### src/rtl/cdc_hs_arbiter.sv
// Round-robin arbiter that funnels NumReq requesters into one handshake CDC source channel,
// holding each granted transfer until hs_ready_i and inserting one idle GAP cycle afterwards.
module cdc_hs_arbiter #(
    parameter int  NumReq        = 4,
    parameter int  DataWidth     = 32,
    parameter int  TimeoutCycles = 1023,
    localparam int IdWidth       = $clog2(NumReq)
) (
    input  logic                          src_clk,
    input  logic                          reset,
    input  logic [NumReq-1:0]             req_valid_i,
    input  logic [NumReq*DataWidth-1:0]   req_data_i,
    output logic [NumReq-1:0]             req_ready_o,
    output logic [IdWidth+DataWidth-1:0]  hs_data_o,
    output logic                          hs_valid_o,
    input  logic                          hs_ready_i,
    output logic [IdWidth-1:0]            grant_id_o,
    output logic                          busy_o,
    output logic                          timeout_o
);

    localparam int IdxWidth = IdWidth + 1;
    localparam int WdWidth  = $clog2(TimeoutCycles + 1);

    typedef enum logic [1:0] {
        ST_IDLE,
        ST_SEND,
        ST_GAP
    } state_e;

    state_e                 state_q, state_d;
    logic [IdWidth-1:0]     last_grant_q, last_grant_d;
    logic [WdWidth-1:0]     wd_q, wd_d;
    logic [IdWidth-1:0]     hold_id_q, hold_id_d;
    logic [DataWidth-1:0]   hold_data_q, hold_data_d;
    logic                   hs_valid_q, hs_valid_d;
    logic                   busy_q, busy_d;
    logic                   timeout_q, timeout_d;

    logic                   grant_found;
    logic [IdWidth-1:0]     grant_idx;
    logic [IdxWidth-1:0]    cand;
    logic                   grant_en;

    // Round-robin search starting one past the last winner; cand never exceeds 2*NumReq-1,
    // so a single conditional subtract implements the wrap.
    // NOTE: every variable assigned in an always_comb gets a default first, so no path leaves it unassigned and no latch is inferred.
    always_comb begin
        grant_found = 1'b0;
        grant_idx   = '0;
        cand        = '0;
        for (int i = 0; i < NumReq; i++) begin
            cand = {1'b0, last_grant_q} + IdxWidth'(1) + IdxWidth'(i);
            if (cand >= IdxWidth'(NumReq)) begin
                cand = cand - IdxWidth'(NumReq);
            end
            if (!grant_found && req_valid_i[cand[IdWidth-1:0]]) begin
                grant_found = 1'b1;
                grant_idx   = cand[IdWidth-1:0];
            end
        end
    end

    assign grant_en = (state_q == ST_IDLE) && grant_found && !reset;

    always_comb begin
        req_ready_o = '0;
        if (grant_en) begin
            req_ready_o[grant_idx] = 1'b1;
        end
    end

    always_comb begin
        state_d      = state_q;
        last_grant_d = last_grant_q;
        wd_d         = wd_q;
        hold_id_d    = hold_id_q;
        hold_data_d  = hold_data_q;
        timeout_d    = timeout_q;

        unique case (state_q)
            ST_IDLE: begin
                if (grant_found) begin
                    state_d      = ST_SEND;
                    last_grant_d = grant_idx;
                    hold_id_d    = grant_idx;
                    hold_data_d  = req_data_i[int'(grant_idx)*DataWidth +: DataWidth];
                    wd_d         = '0;
                end
            end
            ST_SEND: begin
                if (hs_ready_i) begin
                    state_d = ST_GAP;
                end else if (wd_q != WdWidth'(TimeoutCycles)) begin
                    wd_d = wd_q + WdWidth'(1);
                end
                // The cycle in which the count reaches the limit raises the flag even when
                // hs_ready_i completes the transfer in that same cycle.
                if (wd_q >= WdWidth'(TimeoutCycles - 1)) begin
                    timeout_d = 1'b1;
                end
            end
            ST_GAP: begin
                state_d = ST_IDLE;
            end
            default: begin
                state_d = ST_IDLE;
            end
        endcase

        hs_valid_d = (state_d == ST_SEND);
        busy_d     = (state_d != ST_IDLE);
    end

    // NOTE: sequential state is updated with non-blocking assignments so every flop samples pre-edge values.
    always_ff @(posedge src_clk) begin
        if (reset) begin
            state_q      <= ST_IDLE;
            last_grant_q <= IdWidth'(NumReq - 1);
            wd_q         <= '0;
            // NOTE: the hold register is a plain register, not a memory, and is reset so hs_data_o is defined from the first cycle.
            hold_id_q    <= '0;
            hold_data_q  <= '0;
            hs_valid_q   <= 1'b0;
            busy_q       <= 1'b0;
            timeout_q    <= 1'b0;
        end else begin
            state_q      <= state_d;
            last_grant_q <= last_grant_d;
            wd_q         <= wd_d;
            hold_id_q    <= hold_id_d;
            hold_data_q  <= hold_data_d;
            hs_valid_q   <= hs_valid_d;
            busy_q       <= busy_d;
            timeout_q    <= timeout_d;
        end
    end

    assign hs_data_o  = {hold_id_q, hold_data_q};
    assign hs_valid_o = hs_valid_q;
    assign grant_id_o = hold_id_q;
    assign busy_o     = busy_q;
    assign timeout_o  = timeout_q;

endmodule

### config.mk
export PLATFORM = sky130hd
export DESIGN_NAME = cdc_hs_arbiter
export DESIGN_NICKNAME = d
export VERILOG_FILES = /design/src/rtl/cdc_hs_arbiter.sv
export SDC_FILE = /design/constraint.sdc
export NUM_CORES = 1
export LEC_CHECK = 0
export CAP_MARGIN = 20
export CORE_MARGIN = 2
export CORE_UTILIZATION = 41
export CTS_CLUSTER_SIZE = 16
export DETAILED_ROUTE_END_ITERATION = 7
export GPL_ROUTABILITY_DRIVEN = 0
export PLACE_DENSITY = 0.95
export SLEW_MARGIN = 20
export SYNTH_ARGS = -nofsm -noshare
export SYNTH_HDL_FRONTEND = slang
export SYNTH_SLANG_ARGS = --single-unit
### constraint.sdc
create_clock -name src_clk -period 6.7 [get_ports src_clk]
set_clock_uncertainty 0.2 [all_clocks]
set_input_delay 1.34 -clock src_clk [delete_from_list [all_inputs] [get_ports src_clk]]
set_output_delay 1.34 -clock src_clk [all_outputs]
set_load 0.02 [all_outputs]
==> results.json, run 1 <==
{
  "clock_latency_ns": 0.30,
  "grt_util_all_layers_pct": 21.8,
  "slew_headroom_pct": 36.1,
  "grt_start_max_net_pins": 59,
  "fp.dieW_um": 89.2,
  "max_stage_delay_ns": 0.71,
  "crit_type": "in2out",
  "antenna_found_initial": 0,
  "yosysWarnings": 0,
  "hold_viol": 0,
  "insertedDiodeCount": 0,
  "synth_edf_count": 0,
  "ys_seq_area_share_pct": 34.3,
  "setup_tns_ns": 0,
  "die_y_um": 89.2,
  "final_cell_mix": "clkdlybuf4s50_1, mux2i_1, dfxtp_1",
  "ys.flop_type": "dfxtp_1",
  "fmax_ghz": 0.192,
  "grt_pass1_wl_mm": 13.5,
  "worst_pin_slew_ns": 0.959,
  "clk_path_buf_depth": 2,
  "routed_wirelength_mm": 9.36,
  "end_kind": "output port",
  "post_cts_buffers": 0,
  "pre_cts_slack_ns": 1.51,
  "cts_tree": "built",
  "hpwlAfterDp_mm": 7.28,
  "ioPinCount": 178,
  "slew_viol_final": 0,
  "leakagePower_uw": 0.00178,
  "final_common_cell": "clkdlybuf4s50_1",
  "portBuffers": 177,
  "min_path_type": "reg2reg",
  "grt_overflow": 0,
  "drcViolationCount": 0,
  "row_count": 31,
  "status": "finished clean",
  "cts_made_buffers": 5,
  "cp.required_ns": 5.16,
  "drv_cap": 0,
  "cp-start-kind": "primary input",
  "final_nets": 596,
  "ant_nets": 0,
  "cts_max_level": 2,
  "num_vias": 2973,
  "setup_viol": 0,
  "firstDrtPassIters": 4,
  "drive_above_1_share_pct": 11.1,
  "worst_slack_ns": 1.50,
  "syn_inst": 293,
  "hold_buffers": 0,
  "cts_root_buf": "clkbuf_8",
  "ys_ff_latch": 51,
  "avgSynthCellArea_um2": 10.2,
  "start_util_pct": 41.7,
  "crit_top_cell": "clkdlybuf4s50_1",
  "async_reset_ff_share_pct": 0,
  "grt_pass1_vias": 2837,
  "core_um2": 7140,
  "die_area_um2": 7960,
  "cts.sinks": 51,
  "cp_max_fo": 5,
  "wire_per_inst_um": 16.7,
  "p_per_area_nw_per_um2": 197,
  "slowest_stage": "or4_2",
  "synth_cell_types": 41,
  "avgViaCountPerCell": 5.32,
  "path_cells": "clkdlybuf4s50_1, mux2i_1, o22ai_1, or4_2, nor2_1, clkdlybuf4s50_1",
  "ir_worst_vdd_v": 0.000140,
  "rsz0062_at_grt": "no",
  "drt_iter0_drc": 61,
  "clkTransAtPathRegs_ns": 0.09,
  "area_growth_pct": 63.6,
  "netlist_area_um2": 2980,
  "cts_resized": 0,
  "synth_nets": 430,
  "finalCritPeriodShare_pct": 77.6,
  "fin_crit_ns": 5.20,
  "cp.arrival_ns": 3.66
}
## critical path, delay by kind of cell
family          cells  cell delay (ns)
buf+inv             2             1.09
simple gates        2             0.83
compound gates      1             0.18
mux                 1             0.22
## final timing paths
kind,slack [ns],to,cells after the start,start
worst max-delay path,1.50,req_ready_o[2],6,req_valid_i[3]
worst max register to register,3.91,hold_data_q[26]$_SDFFE_PP0P_,5,last_grant_q[1]$_SDFFE_PP1P_
worst min register to register,0.27,hold_data_q[27]$_SDFFE_PP0P_,2,hold_data_q[27]$_SDFFE_PP0P_
worst min-delay path,0.27,hold_data_q[27]$_SDFFE_PP0P_,2,hold_data_q[27]$_SDFFE_PP0P_
## registers in the layout (all words and copies together) (netlist names)
signal / cells
last_grant_q: 2
hold_data_q: 32
grant_id_o: 2
wd_q: 10
timeout_o: 1
busy_o: 1
state_q: 2
hs_valid_o: 1
## Yosys cell counts, drive strengths merged, types with 2 or more instances
library cell | count | area, um^2
or4 | 8 | 63.8
buf | 19 | 149
mux2i | 65 | 651
a21oi | 14 | 77.6
nand2b | 2 | 12.5
o31ai | 6 | 45.0
nor3 | 4 | 20.0
o221ai | 32 | 462
dfxtp | 51 | 1020
or3 | 3 | 18.8
nor2 | 13 | 48.8
inv | 6 | 22.5
ha | 2 | 25.0
o21ai | 5 | 28.8
nand4 | 3 | 18.8
o211ai | 3 | 36.3
clkbuf | 4 | 18.8
nand2 | 39 | 149
## per-layer routing
layer	track usage, %	share of wire [%]	vias to the layer above
met1	24.7	39	1399
met5	0	0	-
met4	5.16	1.5	0
li1	-	-	1446
met2	42.1	52	115
met3	3.69	7.5	13
## per-stage QoR
step | utilization (%) | std cells | hold slack, ns | area (um^2) | power, uW
global placement | 66.6 | 551 | 0.245 | 4750 | 738
floorplan | - | 293 | 0.242 | 2980 | 577
detailed placement | 66.6 | 551 | 0.247 | 4750 | 750
CTS | 68.2 | 559 | 0.273 | 4870 | 967
finish | 68.2 | 559 | 0.270 | 4870 | 959
global route | 68.2 | 559 | 0.300 | 4870 | 1010
## cells by family after synthesis
logic type	Yosys count	share of synthesized area (%)
and+or+nand+nor	80	13.0
muxes	65	21.9
DFF	51	34.3
adders and majority gates	2	0.841
AOI/OAI and AO/OA	66	23.6
buffers and inverters	29	6.39
## final cells by class
cell class | count | area, um^2
Clock buffer | 6 | 82.6
Tap cell | 99 | 124
Sequential cell | 51 | 1020
Inverter | 6 | 22.5
Clock inverter | 2 | 35.0
Fill cell | 554 | 2270
Multi-Input combinational cell | 213 | 1780
Timing Repair Buffer | 182 | 1810
## power by group
part           internal [uW]  switching (uW)
Sequential               338            20.8
Combinational            204             177
Clock                    121            98.0
Total                    663             296
No activity file was read; power rests on OpenSTA's default activity.
==> inputs of run 2 (changes only) <==
--- a/config.mk
+++ b/config.mk
@@ -7,11 +7,11 @@
 export LEC_CHECK = 0
 export CAP_MARGIN = 20
 export CORE_MARGIN = 2
-export CORE_UTILIZATION = 41
+export CORE_UTILIZATION = 34
 export CTS_CLUSTER_SIZE = 16
 export DETAILED_ROUTE_END_ITERATION = 7
 export GPL_ROUTABILITY_DRIVEN = 0
-export PLACE_DENSITY = 0.95
+export PLACE_DENSITY = 0.87
 export SLEW_MARGIN = 20
 export SYNTH_ARGS = -nofsm -noshare
 export SYNTH_HDL_FRONTEND = slang
==> constraint.sdc (replaced) <==
create_clock -name src_clk -period 4.3 [get_ports src_clk]
set_clock_uncertainty 0.2 [all_clocks]
set_input_delay 0.86 -clock src_clk [delete_from_list [all_inputs] [get_ports src_clk]]
set_output_delay 0.86 -clock src_clk [all_outputs]
set_load 0.02 [all_outputs]
==> run 2 against run 1 <==
Compared with the run above: core utilization is 11 points lower; global-route usage fell by 2.7 points; die area up 20%; hold slack got worse by 0.0052 ns; critical endpoint unchanged; largest cell class unchanged.
==> results.json, run 2 (synthesis results as in run 1) <==
{
  "clk_path_buf_depth": 2,
  "swShare_pct": 31.4,
  "cts_root_buf": "clkbuf_8",
  "slowest_stage": "or4_2",
  "rsz0062_at_grt": "no",
  "final_cell_mix": "clkdlybuf4s50_1, mux2i_1, dfxtp_1",
  "slew_headroom_pct": 29.9,
  "insertedDiodeCount": 0,
  "largest_reg_flops": 32,
  "final_util_pct": 56.9,
  "grt_start_max_net_pins": 65,
  "cp.required_ns": 3.24,
  "final_common_cell": "clkdlybuf4s50_1",
  "hold_buffers": 0,
  "drive_above_1_share_pct": 11.3,
  "crit_type": "in2out",
  "p_clk_share_pct": 22.1,
  "route.met3.wl_um": 539,
  "antenna_found_initial": 0,
  "p_comb_share_pct": 40.3,
  "ir_worst_vdd_v": 0.000180,
  "min_path_type": "reg2reg",
  "slew_viol_final": 0,
  "crit_top_cell": "clkdlybuf4s50_1",
  "path_cells": "clkdlybuf4s50_1, a21bo_2, a21oi_2, or4_2, nor2_1, clkdlybuf4s50_1",
  "ant_nets": 0,
  "grt_util_all_layers_pct": 19.1,
  "fp.dieW_um": 97.6,
  "cp.arrival_ns": 3.15,
  "rr_startpoint": "last_grant_q[1]$_SDFFE_PP1P_",
  "wl_met2_mm": 4.96,
  "fin_crit_ns": 4.21,
  "critical_path_buf_inv_count": 2,
  "core_um2": 8590,
  "drt_iter0_drc": 63,
  "worstHoldStart": "hold_data_q[27]$_SDFFE_PP0P_",
  "die_area_um2": 9520,
  "routed_wirelength_mm": 9.39,
  "final_nets": 599,
  "worst_pin_slew_ns": 1.05,
  "row_count": 34,
  "fill_cells": 720,
  "area_growth_pct": 64.2,
  "fmax_ghz": 0.238,
  "hpwlAfterDp_mm": 7.31,
  "setup_tns_ns": 0,
  "end_kind": "output port",
  "max_stage_delay_ns": 0.71,
  "avgViaCountPerCell": 5.20,
  "cts_tree": "built",
  "clock_latency_ns": 0.30,
  "hold_ws_ns": 0.265,
  "grt_pass1_wl_mm": 15.0,
  "cp-startpoint": "req_valid_i[3]",
  "p_per_area_nw_per_um2": 304,
  "multi_input_area_um2": 1780,
  "critPathTopFamily": "buffers and inverters",
  "ioPinCount": 178,
  "met1_length_mm": 3.74,
  "start_util_pct": 34.6,
  "firstDrtPassIters": 4,
  "leakagePower_uw": 0.00179,
  "drcViolationCount": 0,
  "seqCellArea_um2": 1020,
  "p_int_uw": 1020,
  "cts_made_buffers": 5,
  "grt_pass1_vias": 2990,
  "routed.top_layer": "met4",
  "die_y_um": 97.6,
  "reg.largest.list": "hold_data_q (32), wd_q (10)",
  "power_frac_seq_pct": 37.6,
  "cts.sinks": 51,
  "setup_viol": 0,
  "portBuffers": 177,
  "grt_overflow": 0,
  "cp_max_fo": 5,
  "cp-start-kind": "primary input",
  "clkTransAtPathRegs_ns": 0.09,
  "netSwitchingPower_uw": 466,
  "pre_cts_slack_ns": 0.0970,
  "worst_slack_ns": 0.0896,
  "finalCritPeriodShare_pct": 97.9,
  "cts_max_level": 2,
  "cts_resized": 0,
  "wire_per_inst_um": 16.5,
  "post_cts_buffers": 0,
  "largest_register": "hold_data_q",
  "hold_viol": 0,
  "status": "finished clean",
  "drv_cap": 0,
  "totalPowerFinal_uw": 1490,
  "num_vias": 2966
}
## run 2: cell count changes in the layout (fill, tap and decap cells not counted)
cell	change
buf_4	+3
clkbuf_1	+1
clkbuf_8	-1
clkinv_2	-1
## run 2: per-stage QoR
stage	instance area, um^2	instances
6_report	4890	570
5_1_grt	4890	570
4_1_cts	4890	570
3_5_place_dp	4790	563
3_3_place_gp	4790	563
2_1_floorplan	2980	293
## run 2: cell type report
cell class,count,area share [%]
Clock buffer,6,1.48
Clock inverter,1,0.614
Inverter,6,0.461
Multi-Input combinational cell,213,36.3
Sequential cell,51,20.9
Tap cell,108,2.76
Timing Repair Buffer,185,37.5
## run 2: final timing paths
path / to / slack (ns) / cells after the start
setup / recovery: req_ready_o[2] / 0.09 / 6
hold / removal: hold_data_q[27]$_SDFFE_PP0P_ / 0.26 / 2
setup reg to reg: hold_data_q[10]$_SDFFE_PP0P_ / 1.69 / 5
hold reg to reg: hold_data_q[27]$_SDFFE_PP0P_ / 0.26 / 2
## run 2: worst register-to-register path: stages, from the launching register on
cell and delay, ns:
dfxtp_1 0.43, nand3b_1 0.15, a31oi_4 0.26, buf_4 0.82, mux2i_1 0.45, o221ai_2 0.17
## run 2: power by group through the flow
stage	Combinational, uW	Sequential [uW]	Clock, uW
detailed placement	604	570	0
global route	637	566	358
floorplan	271	628	0
CTS	605	559	338
finish	599	559	329
global placement	588	567	0
## run 2: layer usage
metal / vias up / track usage [%]
li1: 1451 / -
met2: 98 / 36.2
met5: - / 0
met1: 1404 / 21.0
met3: 13 / 4.89
met4: 0 / 4.70
==> inputs of run 3 (changes only) <==
--- a/config.mk
+++ b/config.mk
@@ -12,6 +12,7 @@
 export DETAILED_ROUTE_END_ITERATION = 7
 export GPL_ROUTABILITY_DRIVEN = 0
 export PLACE_DENSITY = 0.87
+export SETUP_SLACK_MARGIN = 0.05
 export SLEW_MARGIN = 20
 export SYNTH_ARGS = -nofsm -noshare
 export SYNTH_HDL_FRONTEND = slang
==> run 3 against run 2 <==
Compared with the run above: maximum frequency rose by 1.1%; non-clock buffer count did not move; critical path depth did not move; sequential cell count did not move; hold slack barely moved; final cell count did not move; critical endpoint is now req_ready_o[0]; largest cell class unchanged; highest routed layer unchanged.
==> results.json, run 3 (synthesis results as in run 1) <==
{
  "status": "finished clean",
  "die_y_um": 97.6,
  "drt_iter0_drc": 61,
  "rsz0062_at_grt": "no",
  "antenna_found_initial": 0,
  "core_um2": 8590,
  "avgViaCountPerCell": 5.23,
  "grt_util_all_layers_pct": 19.1,
  "die_area_um2": 9520,
  "insertedDiodeCount": 0,
  "min_path_type": "reg2reg",
  "crit_type": "in2out",
  "grt_pass1_vias": 2990,
  "portBuffers": 177,
  "routed_wirelength_mm": 9.45,
  "cp-start-kind": "primary input",
  "ioPinCount": 178,
  "slew_headroom_pct": 29.8,
  "setup_viol": 0,
  "drv_cap": 0,
  "r2r-end": "hold_data_q[10]$_SDFFE_PP0P_",
  "endpoint": "req_ready_o[0]",
  "fmax_ghz": 0.240,
  "totalPowerFinal_uw": 1490,
  "ir_worst_vdd_v": 0.000181,
  "cts_root_buf": "clkbuf_8",
  "post_cts_buffers": 0,
  "post-place-cells": 563,
  "cts_tree": "built",
  "largest_reg_flops": 32,
  "seqCellArea_um2": 1020,
  "finalCritPeriodShare_pct": 96.8,
  "start_util_pct": 34.6,
  "fin_crit_ns": 4.16,
  "firstDrtPassIters": 4,
  "area_growth_pct": 64.3,
  "slew_viol_final": 0,
  "final_common_cell": "clkdlybuf4s50_1",
  "rr_worst_depth": 5,
  "drcViolationCount": 0,
  "r2r_setup_slack_ns": 1.69,
  "ant_nets": 0,
  "stdcell_count": 570,
  "fp.dieW_um": 97.6,
  "hold_viol": 0,
  "final_nets": 599,
  "hold_buffers": 0,
  "grt_pass1_wl_mm": 15.0,
  "largest_register": "hold_data_q",
  "final_util_pct": 56.9,
  "cts_made_buffers": 5,
  "leakagePower_uw": 0.00181,
  "cp_max_fo": 5,
  "grt_start_max_net_pins": 65,
  "cts.sinks": 51,
  "fill_cells": 721,
  "row_count": 34,
  "final_cell_mix": "clkdlybuf4s50_1, mux2i_1, dfxtp_1",
  "num_vias": 2983,
  "end_kind": "output port",
  "cp-startpoint": "req_valid_i[3]",
  "p_per_area_nw_per_um2": 304,
  "multi_input_area_um2": 1780,
  "worst_pin_slew_ns": 1.05,
  "reg.largest.list": "hold_data_q (32), wd_q (10)",
  "cp.required_ns": 3.24,
  "worstHoldPathCells": 2,
  "cp.arrival_ns": 3.10,
  "clock_latency_ns": 0.30,
  "grt_overflow": 0,
  "setup_tns_ns": 0,
  "cts_max_level": 2,
  "clk_path_buf_depth": 2,
  "clkTransAtPathRegs_ns": 0.09,
  "drive_above_1_share_pct": 11.3,
  "hpwlAfterDp_mm": 7.31,
  "rr_startpoint": "last_grant_q[1]$_SDFFE_PP1P_",
  "wire_per_inst_um": 16.6
}
run 3: layer usage:
| metal | GRT usage [%] | wire [um] |
|---|---|---|
| met5 | 0 | 0 |
| met4 | 4.70 | 171 |
| met3 | 4.89 | 555 |
| met2 | 36.2 | 4980 |
| met1 | 21.0 | 3740 |
run 3: timing repair:
| item | CTS | global route |
|---|---|---|
| setup endpoints to repair | 0 | 1 |
| gates resized for setup | 0 | 1 |
| endpoints found under the hold margin | 0 | 0 |
run 3: layout make-up:
type / count / area share (%)
repair buffers: 185 / 37.5
multi-input cells: 213 / 36.3
flip-flops and latches: 51 / 20.9
well taps: 108 / 2.76
clock buffers: 6 / 1.48
clock inverters: 1 / 0.614
inverters: 6 / 0.460
run 3: worst min-delay path by stage:
| stage | startpoint | to |
|---|---|---|
| 6_report | hold_data_q[27]$_SDFFE_PP0P_ | hold_data_q[27]$_SDFFE_PP0P_ |
| 3_3_place_gp | hold_data_q[3]$_SDFFE_PP0P_ | hold_data_q[3]$_SDFFE_PP0P_ |
| 4_1_cts | hold_data_q[27]$_SDFFE_PP0P_ | hold_data_q[27]$_SDFFE_PP0P_ |
| 5_1_grt | hold_data_q[23]$_SDFFE_PP0P_ | hold_data_q[23]$_SDFFE_PP0P_ |
| 2_1_floorplan | wd_q[8]$_SDFFE_PP0P_ | wd_q[8]$_SDFFE_PP0P_ |
| 3_5_place_dp | hold_data_q[27]$_SDFFE_PP0P_ | hold_data_q[27]$_SDFFE_PP0P_ |
run 3: worst max-delay path, stage by stage:
cell,delay (ns)
clkdlybuf4s50_1,0.48
a21bo_2,0.23
a21oi_2,0.08
or4_2,0.71
nor2_1,0.13
clkdlybuf4s50_1,0.61
run 3: power breakdown:
group / internal [uW] / switching [uW] / total (uW)
registers: 527 / 31.4 / 559
clock network: 171 / 158 / 329
logic: 322 / 277 / 599
run 3: stage by stage:
stage                     hold WS [ns]  instance area [um^2]  setup slack [ns]
after global placement           0.245                  4790             0.149
final                            0.265                  4890             0.137
after global routing             0.284                  4890            0.0615
after detailed placement         0.247                  4790            0.0970
after floorplan                  0.242                  2980              1.04
after CTS                        0.269                  4890            0.0927
==> variant (config.mk and constraints of run 2) <==
Set the parameter `NumReq` to 8 (it was 4).
--- a/src/rtl/cdc_hs_arbiter.sv
+++ b/src/rtl/cdc_hs_arbiter.sv
@@ -2,5 +2,5 @@
 // holding each granted transfer until hs_ready_i and inserting one idle GAP cycle afterwards.
 module cdc_hs_arbiter #(
-    parameter int  NumReq        = 4,
+    parameter int  NumReq        = 8,
     parameter int  DataWidth     = 32,
     parameter int  TimeoutCycles = 1023,
Ports: changed (5 resized); port bits go from 178 to 316. The function was not compared with the original's and may differ.
==> variant against run 2 <==
- the flow now finishes with violations (setup timing)
- sequential cell count is 2 higher
- area after synthesis is 76% higher
- highest routed layer unchanged
- routed wire length is 130% higher
- worst setup slack worse by 0.55 ns
- design area is 93% higher
- critical endpoint is now req_ready_o[3]
- hold slack worse by 0.011 ns
- first-iteration DRC count grew to 7.4 times the old value
Power is left out: it rests on default switching activity, and per cell area and clock period it moved more than threefold.
==> variant: results <==
[detailed_routing]
first_pass_iters = 5
wl_per_cell_um = 17.88
routedLengthMet1_um = 8875
drt_iter0_drc = 468
wl_met3_um = 1498

[global_route]
grt_pass1_wl_um = 33200
antenna_found_initial = 1
met2_usage_pct = 45.15
met3_usage_pct = 5.134

[cells_and_area]
utilization_pct = 62.21
num-nets-final = 1312
n_fill_cell = 1244
drive_above_1_share_pct = 17.85

[placement]
post-place-ws_ns = -1.185
place_area_um2 = 8951
place_inst = 1196
numPortBuffers = 315

[run_status]
violations = "setup timing"
status = "complete, but fails checks"

[yosys]
synth_area_leaders = "mux2i_1 (25%), dfxtp_1 (20%), nor2_1 (12%)"
syn_avg_cell_area_um2 = 7.706
syn_nets = 952
synth-seq-area-share_pct = 20.22
yosys-top-cells-count = "nor2_1 (165), mux2i_1 (133), dfxtp_1 (53)"

[critical_path]
path_max_fanout = 7
crit_family = "multiplexers"
rr_worst_depth = 18
crit_path_max_incr_delay_ns = 0.59

[timing]
layout_setup_ws_ns = -0.4652
setup-violations-final = 8
worst_slew_pin_slew_ns = 0.5047
fin_setup_tns_ns = -3.151

[clocking]
clk_pin_slew_ns = 0.07
cts-root-buf = "clkbuf_16"
==> variant: area by class of cell <==
cell class              count  area share (%)
flip-flops and latches     53           11.30
inverters                   7          0.4116
clock buffers               6           1.368
clock inverters             2          0.1593
well taps                 188           2.496
multi-input cells         570           42.85
diodes                      1         0.02656
repair buffers            404           41.39
==> variant: logic make-up after synthesis <==
kind of cell,count (synthesis),share of synthesized area (%)
AOI/OAI and AO/OA,106,13.16
DFF,53,20.22
muxes,151,31.88
adders and majority gates,4,0.9538
and+or+nand+nor,296,24.99
buffers and inverters,58,6.104
xor gates and xnor gates,13,2.694
==> variant: path summary, 6_finish.rpt <==
check,from,end
setup / recovery,last_grant_q[0],req_ready_o[3]
hold / removal,hold_data_q[17],hold_data_q[17]
setup reg to reg,last_grant_q[0],hold_data_q[29]
hold reg to reg,hold_data_q[17],hold_data_q[17]
==> variant: repair_timing <==
action | CTS | global route
setup endpoints to repair | 19 | 27
setup buffers | 20 | 4
pin swaps | 14 | 3
gates cloned | 1 | 1
gates resized for setup | 95 | 3
